File: src/rtl/spi_fwm_sram_arb_if.sv
// rtl/spi_fwm_sram_arb_if.sv - bus bundle between the FIFO controllers, the arbiter and the SRAM port
//
// Groups the rxf (requester 0) and txf (requester 1) request/response
// signals together with the shared SRAM port.
//   slave  : arbiter view (requests and SRAM responses in, grants/responses and SRAM request out)
//   master : environment view (FIFO controllers and SRAM macro)
interface spi_fwm_sram_arb_if #(
    parameter int SramAw = 11,
    parameter int SramDw = 32
);
    logic              rxf_req;
    logic              rxf_write;
    logic [SramAw-1:0] rxf_addr;
    logic [SramDw-1:0] rxf_wdata;
    logic              rxf_gnt;
    logic              rxf_rvalid;
    logic [SramDw-1:0] rxf_rdata;
    logic [1:0]        rxf_error;

    logic              txf_req;
    logic              txf_write;
    logic [SramAw-1:0] txf_addr;
    logic [SramDw-1:0] txf_wdata;
    logic              txf_gnt;
    logic              txf_rvalid;
    logic [SramDw-1:0] txf_rdata;
    logic [1:0]        txf_error;

    logic              sram_req;
    logic              sram_write;
    logic [SramAw-1:0] sram_addr;
    logic [SramDw-1:0] sram_wdata;
    logic              sram_gnt;
    logic              sram_rvalid;
    logic [SramDw-1:0] sram_rdata;
    logic [1:0]        sram_error;

    modport slave (
        input  rxf_req, rxf_write, rxf_addr, rxf_wdata,
        output rxf_gnt, rxf_rvalid, rxf_rdata, rxf_error,
        input  txf_req, txf_write, txf_addr, txf_wdata,
        output txf_gnt, txf_rvalid, txf_rdata, txf_error,
        output sram_req, sram_write, sram_addr, sram_wdata,
        input  sram_gnt, sram_rvalid, sram_rdata, sram_error
    );

    modport master (
        output rxf_req, rxf_write, rxf_addr, rxf_wdata,
        input  rxf_gnt, rxf_rvalid, rxf_rdata, rxf_error,
        output txf_req, txf_write, txf_addr, txf_wdata,
        input  txf_gnt, txf_rvalid, txf_rdata, txf_error,
        input  sram_req, sram_write, sram_addr, sram_wdata,
        output sram_gnt, sram_rvalid, sram_rdata, sram_error
    );
endinterface

File: src/rtl/spi_fwm_sram_arb.sv
// rtl/spi_fwm_sram_arb.sv - shares the firmware-mode SRAM port between the RX and TX FIFO controllers
//
// Picks one requester per SRAM transaction, holds the pick until the SRAM
// grants, and routes read responses back through an in-order tag queue.
//   clk_i, rst_i  : clock, synchronous active-high reset
//   bus           : rxf_*/txf_* requester ports and sram_* port (slave modport)
//   outstanding_o : number of granted reads still awaiting sram_rvalid
//   rsp_err_o     : sticky, sram_rvalid seen with no read outstanding
// Build option: SPI_FWM_ARB_PRIO_EN selects fixed priority (rxf wins ties)
// instead of round-robin.
module spi_fwm_sram_arb #(
    parameter int SramAw         = 11,
    parameter int SramDw         = 32,
    parameter int MaxOutstanding = 2
) (
    input  logic                              clk_i,
    input  logic                              rst_i,
    spi_fwm_sram_arb_if.slave                 bus,
    output logic [$clog2(MaxOutstanding):0]   outstanding_o,
    output logic                              rsp_err_o
);
    localparam int PtrW = (MaxOutstanding > 1) ? $clog2(MaxOutstanding) : 1;
    localparam int CntW = $clog2(MaxOutstanding) + 1;
    localparam logic [CntW-1:0] CntFull = CntW'(MaxOutstanding);

    typedef enum logic {StIdle, StLock} st_e;

    st_e                 st_q, st_d;
    logic                owner_q, owner_d;
    logic                rr_last_q, rr_last_d;
    logic [MaxOutstanding-1:0] tag_q, tag_d;
    logic [PtrW-1:0]     wr_ptr_q, wr_ptr_d;
    logic [PtrW-1:0]     rd_ptr_q, rd_ptr_d;
    logic [CntW-1:0]     cnt_q, cnt_d;
    logic                rsp_err_q, rsp_err_d;

    logic                stall;
    logic                win;
    logic                sel;
    logic                sel_req;
    logic                sel_write;
    logic [SramAw-1:0]   sel_addr;
    logic [SramDw-1:0]   sel_wdata;
    logic                req_out;
    logic                granted;
    logic                push;
    logic                pop;
    logic                head;

    // A single-entry queue has no pointer bits to advance.
    function automatic logic [PtrW-1:0] ptr_inc(input logic [PtrW-1:0] p);
        if (MaxOutstanding == 1) begin
            return '0;
        end
        return p + 1'b1;
    endfunction

    always_comb begin
        st_d      = st_q;
        owner_d   = owner_q;
        rr_last_d = rr_last_q;
        tag_d     = tag_q;
        wr_ptr_d  = wr_ptr_q;
        rd_ptr_d  = rd_ptr_q;
        cnt_d     = cnt_q;
        rsp_err_d = rsp_err_q;

        stall = (cnt_q == CntFull);

`ifdef SPI_FWM_ARB_PRIO_EN
        // rxf first so the RX FIFO never overflows while tx traffic is heavy.
        win = !bus.rxf_req;
`else
        if (bus.rxf_req && bus.txf_req) begin
            win = !rr_last_q;
        end else begin
            win = bus.txf_req;
        end
`endif

        // While locked only the owner is looked at; the other side waits.
        sel       = (st_q == StLock) ? owner_q : win;
        sel_req   = sel ? bus.txf_req   : bus.rxf_req;
        sel_write = sel ? bus.txf_write : bus.rxf_write;
        sel_addr  = sel ? bus.txf_addr  : bus.rxf_addr;
        sel_wdata = sel ? bus.txf_wdata : bus.rxf_wdata;

        req_out = !stall && sel_req;
        granted = req_out && bus.sram_gnt;
        push    = granted && !sel_write;
        pop     = bus.sram_rvalid && (cnt_q != '0);
        head    = tag_q[rd_ptr_q];

        case (st_q)
            StIdle: begin
                if (req_out && !bus.sram_gnt) begin
                    owner_d = win;
                    st_d    = StLock;
                end
            end
            StLock: begin
                if (!stall && (!sel_req || bus.sram_gnt)) begin
                    st_d = StIdle;
                end
            end
            default: st_d = StIdle;
        endcase

        if (granted) begin
            rr_last_d = sel;
        end
        if (push) begin
            tag_d[wr_ptr_q] = sel;
            wr_ptr_d        = ptr_inc(wr_ptr_q);
        end
        if (pop) begin
            rd_ptr_d = ptr_inc(rd_ptr_q);
        end
        if (push && !pop) begin
            cnt_d = cnt_q + 1'b1;
        end else if (pop && !push) begin
            cnt_d = cnt_q - 1'b1;
        end
        if (bus.sram_rvalid && (cnt_q == '0)) begin
            rsp_err_d = 1'b1;
        end
    end

    assign bus.sram_req   = req_out;
    assign bus.sram_write = req_out && sel_write;
    assign bus.sram_addr  = req_out ? sel_addr  : '0;
    assign bus.sram_wdata = req_out ? sel_wdata : '0;

    assign bus.rxf_gnt    = granted && !sel;
    assign bus.txf_gnt    = granted && sel;
    assign bus.rxf_rvalid = pop && !head;
    assign bus.txf_rvalid = pop && head;
    assign bus.rxf_rdata  = bus.sram_rdata;
    assign bus.txf_rdata  = bus.sram_rdata;
    assign bus.rxf_error  = (pop && !head) ? bus.sram_error : 2'b00;
    assign bus.txf_error  = (pop && head)  ? bus.sram_error : 2'b00;

    assign outstanding_o = cnt_q;
    assign rsp_err_o     = rsp_err_q;

    always_ff @(posedge clk_i) begin
        if (rst_i) begin
            st_q      <= StIdle;
            owner_q   <= 1'b0;
            rr_last_q <= 1'b1;
            tag_q     <= '0;
            wr_ptr_q  <= '0;
            rd_ptr_q  <= '0;
            cnt_q     <= '0;
            rsp_err_q <= 1'b0;
        end else begin
            st_q      <= st_d;
            owner_q   <= owner_d;
            rr_last_q <= rr_last_d;
            tag_q     <= tag_d;
            wr_ptr_q  <= wr_ptr_d;
            rd_ptr_q  <= rd_ptr_d;
            cnt_q     <= cnt_d;
            rsp_err_q <= rsp_err_d;
        end
    end
endmodule
File: src/flat_wrapper.sv
// flat-port wrapper written by rule: the top's interface ports become plain ports
module spi_fwm_sram_arb_flat 
#(
    parameter int SramAw         = 11,
    parameter int SramDw         = 32,
    parameter int MaxOutstanding = 2
)
  (clk_i, rst_i, outstanding_o, rsp_err_o, bus_rxf_req, bus_rxf_write, bus_rxf_addr, bus_rxf_wdata, bus_rxf_gnt, bus_rxf_rvalid, bus_rxf_rdata, bus_rxf_error, bus_txf_req, bus_txf_write, bus_txf_addr, bus_txf_wdata, bus_txf_gnt, bus_txf_rvalid, bus_txf_rdata, bus_txf_error, bus_sram_req, bus_sram_write, bus_sram_addr, bus_sram_wdata, bus_sram_gnt, bus_sram_rvalid, bus_sram_rdata, bus_sram_error);
  spi_fwm_sram_arb_if #(.SramAw(SramAw), .SramDw(SramDw)) bus_i ();
  input  logic clk_i;
  input  logic rst_i;
  output logic [$clog2(MaxOutstanding):0] outstanding_o;
  output logic rsp_err_o;
  input wire logic [$bits(bus_i.rxf_req)-1:0] bus_rxf_req;
  input wire logic [$bits(bus_i.rxf_write)-1:0] bus_rxf_write;
  input wire logic [$bits(bus_i.rxf_addr)-1:0] bus_rxf_addr;
  input wire logic [$bits(bus_i.rxf_wdata)-1:0] bus_rxf_wdata;
  output wire logic [$bits(bus_i.rxf_gnt)-1:0] bus_rxf_gnt;
  output wire logic [$bits(bus_i.rxf_rvalid)-1:0] bus_rxf_rvalid;
  output wire logic [$bits(bus_i.rxf_rdata)-1:0] bus_rxf_rdata;
  output wire logic [$bits(bus_i.rxf_error)-1:0] bus_rxf_error;
  input wire logic [$bits(bus_i.txf_req)-1:0] bus_txf_req;
  input wire logic [$bits(bus_i.txf_write)-1:0] bus_txf_write;
  input wire logic [$bits(bus_i.txf_addr)-1:0] bus_txf_addr;
  input wire logic [$bits(bus_i.txf_wdata)-1:0] bus_txf_wdata;
  output wire logic [$bits(bus_i.txf_gnt)-1:0] bus_txf_gnt;
  output wire logic [$bits(bus_i.txf_rvalid)-1:0] bus_txf_rvalid;
  output wire logic [$bits(bus_i.txf_rdata)-1:0] bus_txf_rdata;
  output wire logic [$bits(bus_i.txf_error)-1:0] bus_txf_error;
  output wire logic [$bits(bus_i.sram_req)-1:0] bus_sram_req;
  output wire logic [$bits(bus_i.sram_write)-1:0] bus_sram_write;
  output wire logic [$bits(bus_i.sram_addr)-1:0] bus_sram_addr;
  output wire logic [$bits(bus_i.sram_wdata)-1:0] bus_sram_wdata;
  input wire logic [$bits(bus_i.sram_gnt)-1:0] bus_sram_gnt;
  input wire logic [$bits(bus_i.sram_rvalid)-1:0] bus_sram_rvalid;
  input wire logic [$bits(bus_i.sram_rdata)-1:0] bus_sram_rdata;
  input wire logic [$bits(bus_i.sram_error)-1:0] bus_sram_error;
  assign bus_i.rxf_req = bus_rxf_req;
  assign bus_i.rxf_write = bus_rxf_write;
  assign bus_i.rxf_addr = bus_rxf_addr;
  assign bus_i.rxf_wdata = bus_rxf_wdata;
  assign bus_rxf_gnt = bus_i.rxf_gnt;
  assign bus_rxf_rvalid = bus_i.rxf_rvalid;
  assign bus_rxf_rdata = bus_i.rxf_rdata;
  assign bus_rxf_error = bus_i.rxf_error;
  assign bus_i.txf_req = bus_txf_req;
  assign bus_i.txf_write = bus_txf_write;
  assign bus_i.txf_addr = bus_txf_addr;
  assign bus_i.txf_wdata = bus_txf_wdata;
  assign bus_txf_gnt = bus_i.txf_gnt;
  assign bus_txf_rvalid = bus_i.txf_rvalid;
  assign bus_txf_rdata = bus_i.txf_rdata;
  assign bus_txf_error = bus_i.txf_error;
  assign bus_sram_req = bus_i.sram_req;
  assign bus_sram_write = bus_i.sram_write;
  assign bus_sram_addr = bus_i.sram_addr;
  assign bus_sram_wdata = bus_i.sram_wdata;
  assign bus_i.sram_gnt = bus_sram_gnt;
  assign bus_i.sram_rvalid = bus_sram_rvalid;
  assign bus_i.sram_rdata = bus_sram_rdata;
  assign bus_i.sram_error = bus_sram_error;
  spi_fwm_sram_arb #(.SramAw(SramAw), .SramDw(SramDw), .MaxOutstanding(MaxOutstanding)) u_core (.clk_i(clk_i), .rst_i(rst_i), .bus(bus_i), .outstanding_o(outstanding_o), .rsp_err_o(rsp_err_o));
endmodule
File: config.mk
export PLATFORM = sky130hd
export DESIGN_NAME = spi_fwm_sram_arb_flat
export DESIGN_NICKNAME = d
export VERILOG_FILES = /design/src/rtl/spi_fwm_sram_arb_if.sv /design/src/rtl/spi_fwm_sram_arb.sv /design/src/flat_wrapper.sv
export SDC_FILE = /design/constraint.sdc
export NUM_CORES = 1
export LEC_CHECK = 0
export BUFFER_PORTS_ARGS = -buffer_cell sky130_fd_sc_hd__buf_4
export CAP_MARGIN = 20
export CORE_AREA = 2 2 96 98
export CTS_BUF_LIST = sky130_fd_sc_hd__clkbuf_4 sky130_fd_sc_hd__clkbuf_8
export CTS_CLUSTER_DIAMETER = 120
export DETAILED_ROUTE_END_ITERATION = 8
export DIE_AREA = 0 0 98 100
export SLEW_MARGIN = 20
export SYNTH_ARGS = -nofsm -noshare
export SYNTH_HDL_FRONTEND = slang
export SYNTH_SLANG_ARGS = --single-unit
File: constraint.sdc
create_clock -name clk_i -period 1.7 [get_ports clk_i]
set_clock_uncertainty 0.05 [all_clocks]
set_input_delay 0.17 -clock clk_i [delete_from_list [all_inputs] [get_ports clk_i]]
set_output_delay 0.17 -clock clk_i [all_outputs]
set_load 0.005 [all_outputs]
==> results of run 1 <==
[cell families (layout without fill, tap and decap cells)]
group	Yosys count	in the layout	share of synthesized area [%]
AO/OA/AOI/OAI	61	61	21.09
XOR/XNOR	3	3	1.565
adder cells (fa/ha/maj)	1	1	0.7450
buffers and inverters	85	194	34.43
flip-flops	10	10	11.92
multiplexers	2	2	1.267
AND/OR/NAND/NOR	118	119	28.99
[area by class of cell]
cell class                 count  area [µm²]
fill                         931        5715
timing repair buffer         184        1545
multi-input combinational    186        1200
sequential                    10       207.7
tap                          111       138.9
clock buffer                   4       55.05
inverter                       6       27.53
[worst reg2reg max path: stages (launching register included)]
cell,delay [ns]
dfxtp_2,0.39
nand2_4,0.09
o221ai_2,0.22
a211o_1,0.17
o31ai_2,0.09
ha_1,0.33
or3_1,0.36
a21oi_1,0.14
[power by group through the flow]
stage	Sequential, mW	Clock [mW]	Combinational (mW)
global route	0.346	0.337	2.51
detailed placement	0.335	0	1.71
floorplan	0.351	0	0.820
global placement	0.334	0	1.69
CTS	0.334	0.315	1.97
finish	0.340	0.323	2.31
[sequential cells by signal, summed over array words and instances (netlist names)]
name	flops
u_core.rsp_err_o	1
u_core.rr_last_q	1
u_core.st_q	1
u_core.tag_q	2
u_core.wr_ptr_q	1
u_core.rd_ptr_q	1
u_core.outstanding_o	2
u_core.owner_q	1
[metrics by stage]
step	cells	setup slack (ns)	hold slack (ns)
finish	501	-0.2481	0.1248
global route	501	-0.3171	0.1301
CTS	494	-0.3165	0.1192
detailed placement	484	-0.1635	0.2901
global placement	484	-0.1299	0.2901
floorplan	280	-0.06451	0.2198
[worst max-delay path by stage]
stage | startpoint | to | slack [ns] | depth (start not counted)
4_1_cts | u_core.st_q | bus_rxf_gnt | -0.32 | 9
3_3_place_gp | bus_txf_req | u_core.outstanding_o[1] | -0.13 | 8
6_report | u_core.st_q | bus_rxf_gnt | -0.25 | 9
2_1_floorplan | u_core.st_q | u_core.outstanding_o[1] | -0.06 | 7
3_5_place_dp | bus_txf_req | u_core.outstanding_o[1] | -0.16 | 8
5_1_grt | u_core.st_q | bus_rxf_gnt | -0.32 | 9
[synthesized netlist by cell type, types with 2 or more instances]
cell type and instances:
a211oi_1 2, inv_1 5, buf_2 9, nand2_2 2
nand2_1 91, buf_4 64, nor2_1 12, a21oi_1 49
xor2_1 3, and2_1 4, dfxtp_1 10, buf_1 4
nor2b_1 2
[timing repair]
action,CTS,global route
endpoints found under the setup margin,50,58
pin swaps,5,5
hold buffers,0,0
setup buffers,6,3
resized for setup,43,46
cloned,0,4
endpoints found under the hold margin,0,0
[metal layers]
| layer | part of all wire [%] | GRT usage [%] |
|---|---|---|
| met1 | 38 | 12.91 |
| met2 | 52 | 23.23 |
| met3 | 6.8 | 2.368 |
| met4 | 2.7 | 5.235 |
| met5 | 0 | 0 |
==> impl_metrics.ini, run 1 <==
[status]
run_status = finished, violations left
violations = negative setup slack

[cts]
clkSlewWorstSetupHoldPaths_ns = 0.06
tritoncts = built
cts_inserted_buffers = 3
cts.sinks = 10
clockBufferDepth = 2
htree_num_levels = 1
worst_skew_pair.late_latency_ns = 0.26
cell_at_the_root_of_the_clock_tree = clkbuf_8

[floorplanning]
die_height_um = 100
floorplan.initialDensity_pct = 18.89
boundaryPins = 248
floorplan.core_area_um2 = 8890
die_w_um = 98
die-area_um2 = 9800
rows = 35

[pwr]
power_density_nw_per_um2 = 936.3
power.share.sequential_pct = 11.4
power.ir.vdd_worst_mv = 0.5284
pwr-share-comb_pct = 77.7
power_mw = 2.972
leakagePower_nw = 1.551
swShare_pct = 40.31
clock_network_power_share_pct = 10.9
power.net_switching_mw = 1.198
cellInternalPower_mw = 1.774

[logic_synthesis]
yosys.area.top_type_share_pct = 28.61
yosys.cell_types.count = 36
synth_enable_flop_cells = 0
syn_nets = 409
ys.flop_type = dfxtp_1
async_reset_ff_share_pct = 0
synth_area_um2 = 1679
post_synth_main_area_contributors = buf_4 (29%), nand2_1 (20%), a21oi_1 (15%)
postSynthAreaPerCell_um2 = 5.997
synth_seq_area_share_pct = 11.92
synth.yosys.warnings = 0
synth-seq-cells = 10
synthDominantAreaCellType = buf_4
synthesis.instances = 280

[global_route]
wire_length_of_the_first_global_routing_pass_mm = 9.777
first_global_vias = 2071
antenna_found_initial = 0
grt_start_max_net_pins = 27
global_route.overflow_total = 0
grtUsageTotal_pct = 12.14

[critical_path]
arrival_ns = 1.73
critPathBufInv = 4
reg2reg_from = u_core.owner_q
timing_worst_setup_path_type = reg2out
reg2reg_to = u_core.outstanding_o[1]
cpPeakStageDelay_ns = 0.40
critPathTopFamily = simple AND/OR/NAND/NOR gates
critical_path_launch_point_type = register
crit_path_top_delay_cell = or3_4
nature_of_the_critical_path_endpoint = primary output
cp_max_fo = 5
r2r_setup_slack_ns = -0.20
worstPathCellList = buf_6, nand2b_4, a21oi_4, or3_4, buf_8, inv_6, nand2_4, nor2_2, buf_4
crit_required_ns = 1.48
worstRegToRegCells = 7

[sta]
hold_viol_final = 0
max_freq_mhz = 513.3
timing.final.setup_violations = 51
post-route-period-util_pct = 114.6
worst_slew_margin_rel_pct = 82.15
fin_ws_ns = -0.2481
report.final.slew_viol_count = 0
setup_tns_ns = -9.528
rsz0062_at_grt = true
period_needed_ns = 1.948
max_slew.worst_pin.slew_ns = 0.2661

[worst_hold_path]
hold_crit_class = in2reg
hold_depth = 2
hold_path_startpoint = rst_i
holdPathEnd = u_core.st_q

[routing]
wl_mm = 6.987
drc = 0
post_drt_wl_per_cell_um = 13.95
ant_nets = 0
drt-initial-drc-count = 51
route.vias.total = 2154
avgViaCountPerCell = 4.299
detailedRoute.firstPassIterationCount = 4

[cells_and_area]
postLayoutCellArea_um2 = 3174
layout.cells.most_common = buf_4
share_of_layout_cells_above_drive_strength_1_pct = 65.38
area_growth_syn_to_fin_pct = 89.05
final_core_util_pct = 35.71
layout.cells.most_common_list = buf_4 (164), nand2_1 (85), a21oi_2 (33)
insertedDiodeCount = 0
count_of_nets_after_finishing = 520

[placement]
placed_instance_area_um2 = 2606
place_congestion = 0.8499
placement.io_buffers = 151
dpl_wire_length_mm = 4.778

[flow_run]
max_cap_viol_count = 0
Power figures use the tool's default switching activity.
==> run 2: changes to the inputs <==
Settings changed: PLACE_DENSITY from default to 0.56.
==> run 2 against run 1 <==
  * Highest routed layer unchanged
  * Non-clock buffer count unchanged
  * First-iteration DRC count shrank 5.9%
  * The run still ends with negative setup slack left
  * Largest power group unchanged
  * Total power decreased by 5.3%
==> impl_metrics.ini, run 2 (synthesized netlist as in run 1, its figures left out) <==
[cts]
hold_buf_count_cts = 0
cts_inserted_buffers = 3
clockBufferDepth = 2
htree_num_levels = 1
cts.sinks = 10
clkSlewWorstSetupHoldPaths_ns = 0.06
worst_skew_pair.late_latency_ns = 0.25
tritoncts = built
cell_at_the_root_of_the_clock_tree = clkbuf_8

[pwr]
clock_network_power_share_pct = 11.4
power.net_switching_mw = 1.117
swShare_pct = 39.71
power.share.sequential_pct = 11.9
leakagePower_nw = 1.519
power.ir.vdd_worst_mv = 0.7612
power_density_nw_per_um2 = 918.0
cellInternalPower_mw = 1.697
pwr-share-comb_pct = 76.7

[routing]
ant_nets = 0
route.vias.total = 2154
avgViaCountPerCell = 4.308
drc = 0
wl_mm = 6.602
post_drt_wl_per_cell_um = 13.20
drt-initial-drc-count = 48
detailedRoute.firstPassIterationCount = 4

[global_route]
groute.layer.met2.usage_pct = 20.76
grt_use_met1_pct = 13.45
global_route.overflow_total = 0
first_global_vias = 2046
grtUsageTotal_pct = 11.69
antenna_found_initial = 0
global_route_track_usage_on_met3_pct = 2.228
grt_start_max_net_pins = 28
wire_length_of_the_first_global_routing_pass_mm = 9.618
grt_busiest_layer = met2

[cells_and_area]
layout.cells.most_common_list = buf_4 (169), nand2_1 (90), a21oi_2 (42)
insertedDiodeCount = 0
layout.filler_cells = 930
area_growth_syn_to_fin_pct = 82.56
count_of_nets_after_finishing = 519
layout.cells.most_common = buf_4
postLayoutCellArea_um2 = 3065
share_of_layout_cells_above_drive_strength_1_pct = 64.01

[worst_hold_path]
hold_depth = 3
hold_crit_class = in2reg

[sta]
timing.final.setup_violations = 50
max_slew.worst_pin.slew_ns = 0.2465
fin_ws_ns = -0.2511
setup_tns_ns = -10.68
worst_slew_margin_rel_pct = 83.39
post-route-period-util_pct = 114.8
hold_viol_final = 0
rsz0062_at_grt = true
max_freq_mhz = 512.5
report.final.slew_viol_count = 0
period_needed_ns = 1.951

[floorplanning]
floorplan.core_area_um2 = 8890
die-area_um2 = 9800
rows = 35
die_height_um = 100
floorplan.initialDensity_pct = 18.89
die_w_um = 98
boundaryPins = 248

[critical_path]
critPathBufInv = 3
critical_path_cell_count = 7
cp_max_fo = 11
crit_required_ns = 1.48
worstRegToRegCells = 9
worstPathCellList = nand2_4, buf_6, nor2_4, or3_4, clkbuf_16, a21oi_2, buf_4
crit_path_top_delay_cell = or3_4
timing_worst_setup_path_type = reg2out
arrival_ns = 1.73
nature_of_the_critical_path_endpoint = primary output
critPathTopFamily = simple AND/OR/NAND/NOR gates
cpPeakStageDelay_ns = 0.48
critical_path_launch_point_type = register

[placement]
placed_instance_area_um2 = 2604
dpl_wire_length_mm = 4.628
place_congestion = 0.8180
placement.io_buffers = 151

[status]
run_status = finished, violations left
violations = negative setup slack

[flow_run]
max_cap_viol_count = 0
## run 2: final cells by class
class / instances / area [µm²] / area share [%]
clock buffer: 4 / 55.05 / 1.796
timing repair buffer: 184 / 1511 / 49.31
tap: 111 / 138.9 / 4.531
inverter: 6 / 25.02 / 0.8163
sequential: 10 / 205.2 / 6.694
multi-input combinational: 185 / 1130 / 36.86
## run 2: path summary, 6_finish.rpt
check | slack (ns) | start | to
worst min register to register | 0.43 | u_core.rsp_err_o | u_core.rsp_err_o
worst max register to register | -0.22 | u_core.owner_q | u_core.outstanding_o[1]
worst max-delay path | -0.25 | u_core.owner_q | bus_sram_wdata[26]
worst min-delay path | 0.11 | bus_sram_rvalid | u_core.rsp_err_o
## run 2: per-stage QoR
stage	util (%)	total power, mW	hold WS, ns	worst slack, ns	std cells
2_1_floorplan	-	1.171	0.2198	-0.06451	280
3_3_place_gp	29.29	2.022	0.2901	-0.1214	482
3_5_place_dp	29.29	2.034	0.2901	-0.1210	482
4_1_cts	32.82	2.682	0.1115	-0.2682	493
5_1_grt	34.48	3.013	0.1316	-0.3102	500
6_report	34.48	2.814	0.1101	-0.2511	500
## run 2: worst min-delay path: cells and delay by family
| kind | cells | cell delay (ns) |
|---|---|---|
| AO/OA/AOI/OAI | 1 | 0.05 |
| buffers and inverters | 1 | 0.08 |
| AND/OR/NAND/NOR | 1 | 0.07 |
## run 2: power by group through the flow
| stage | clock (mW) | sequential (mW) | combinational (mW) |
|---|---|---|---|
| finish | 0.320 | 0.336 | 2.16 |
| global route | 0.329 | 0.342 | 2.34 |
| CTS | 0.320 | 0.333 | 2.03 |
| detailed placement | 0 | 0.333 | 1.70 |
| global placement | 0 | 0.332 | 1.69 |
| floorplan | 0 | 0.351 | 0.820 |
## run 2: repair_timing
| action | 4_1_cts | 5_1_grt |
|---|---|---|
| pin swaps | 6 | 5 |
| endpoints found under the setup margin | 48 | 58 |
| resized for setup | 49 | 19 |
| gates cloned | 1 | 1 |
| endpoints found under the hold margin | 0 | 0 |
| setup buffers | 6 | 6 |
## run 2: per-layer routing
layer  vias up  wire length, µm
li1       1059                -
met1       960             2523
met2       104             3295
met3        31              553
met4         0              230
met5         -                0
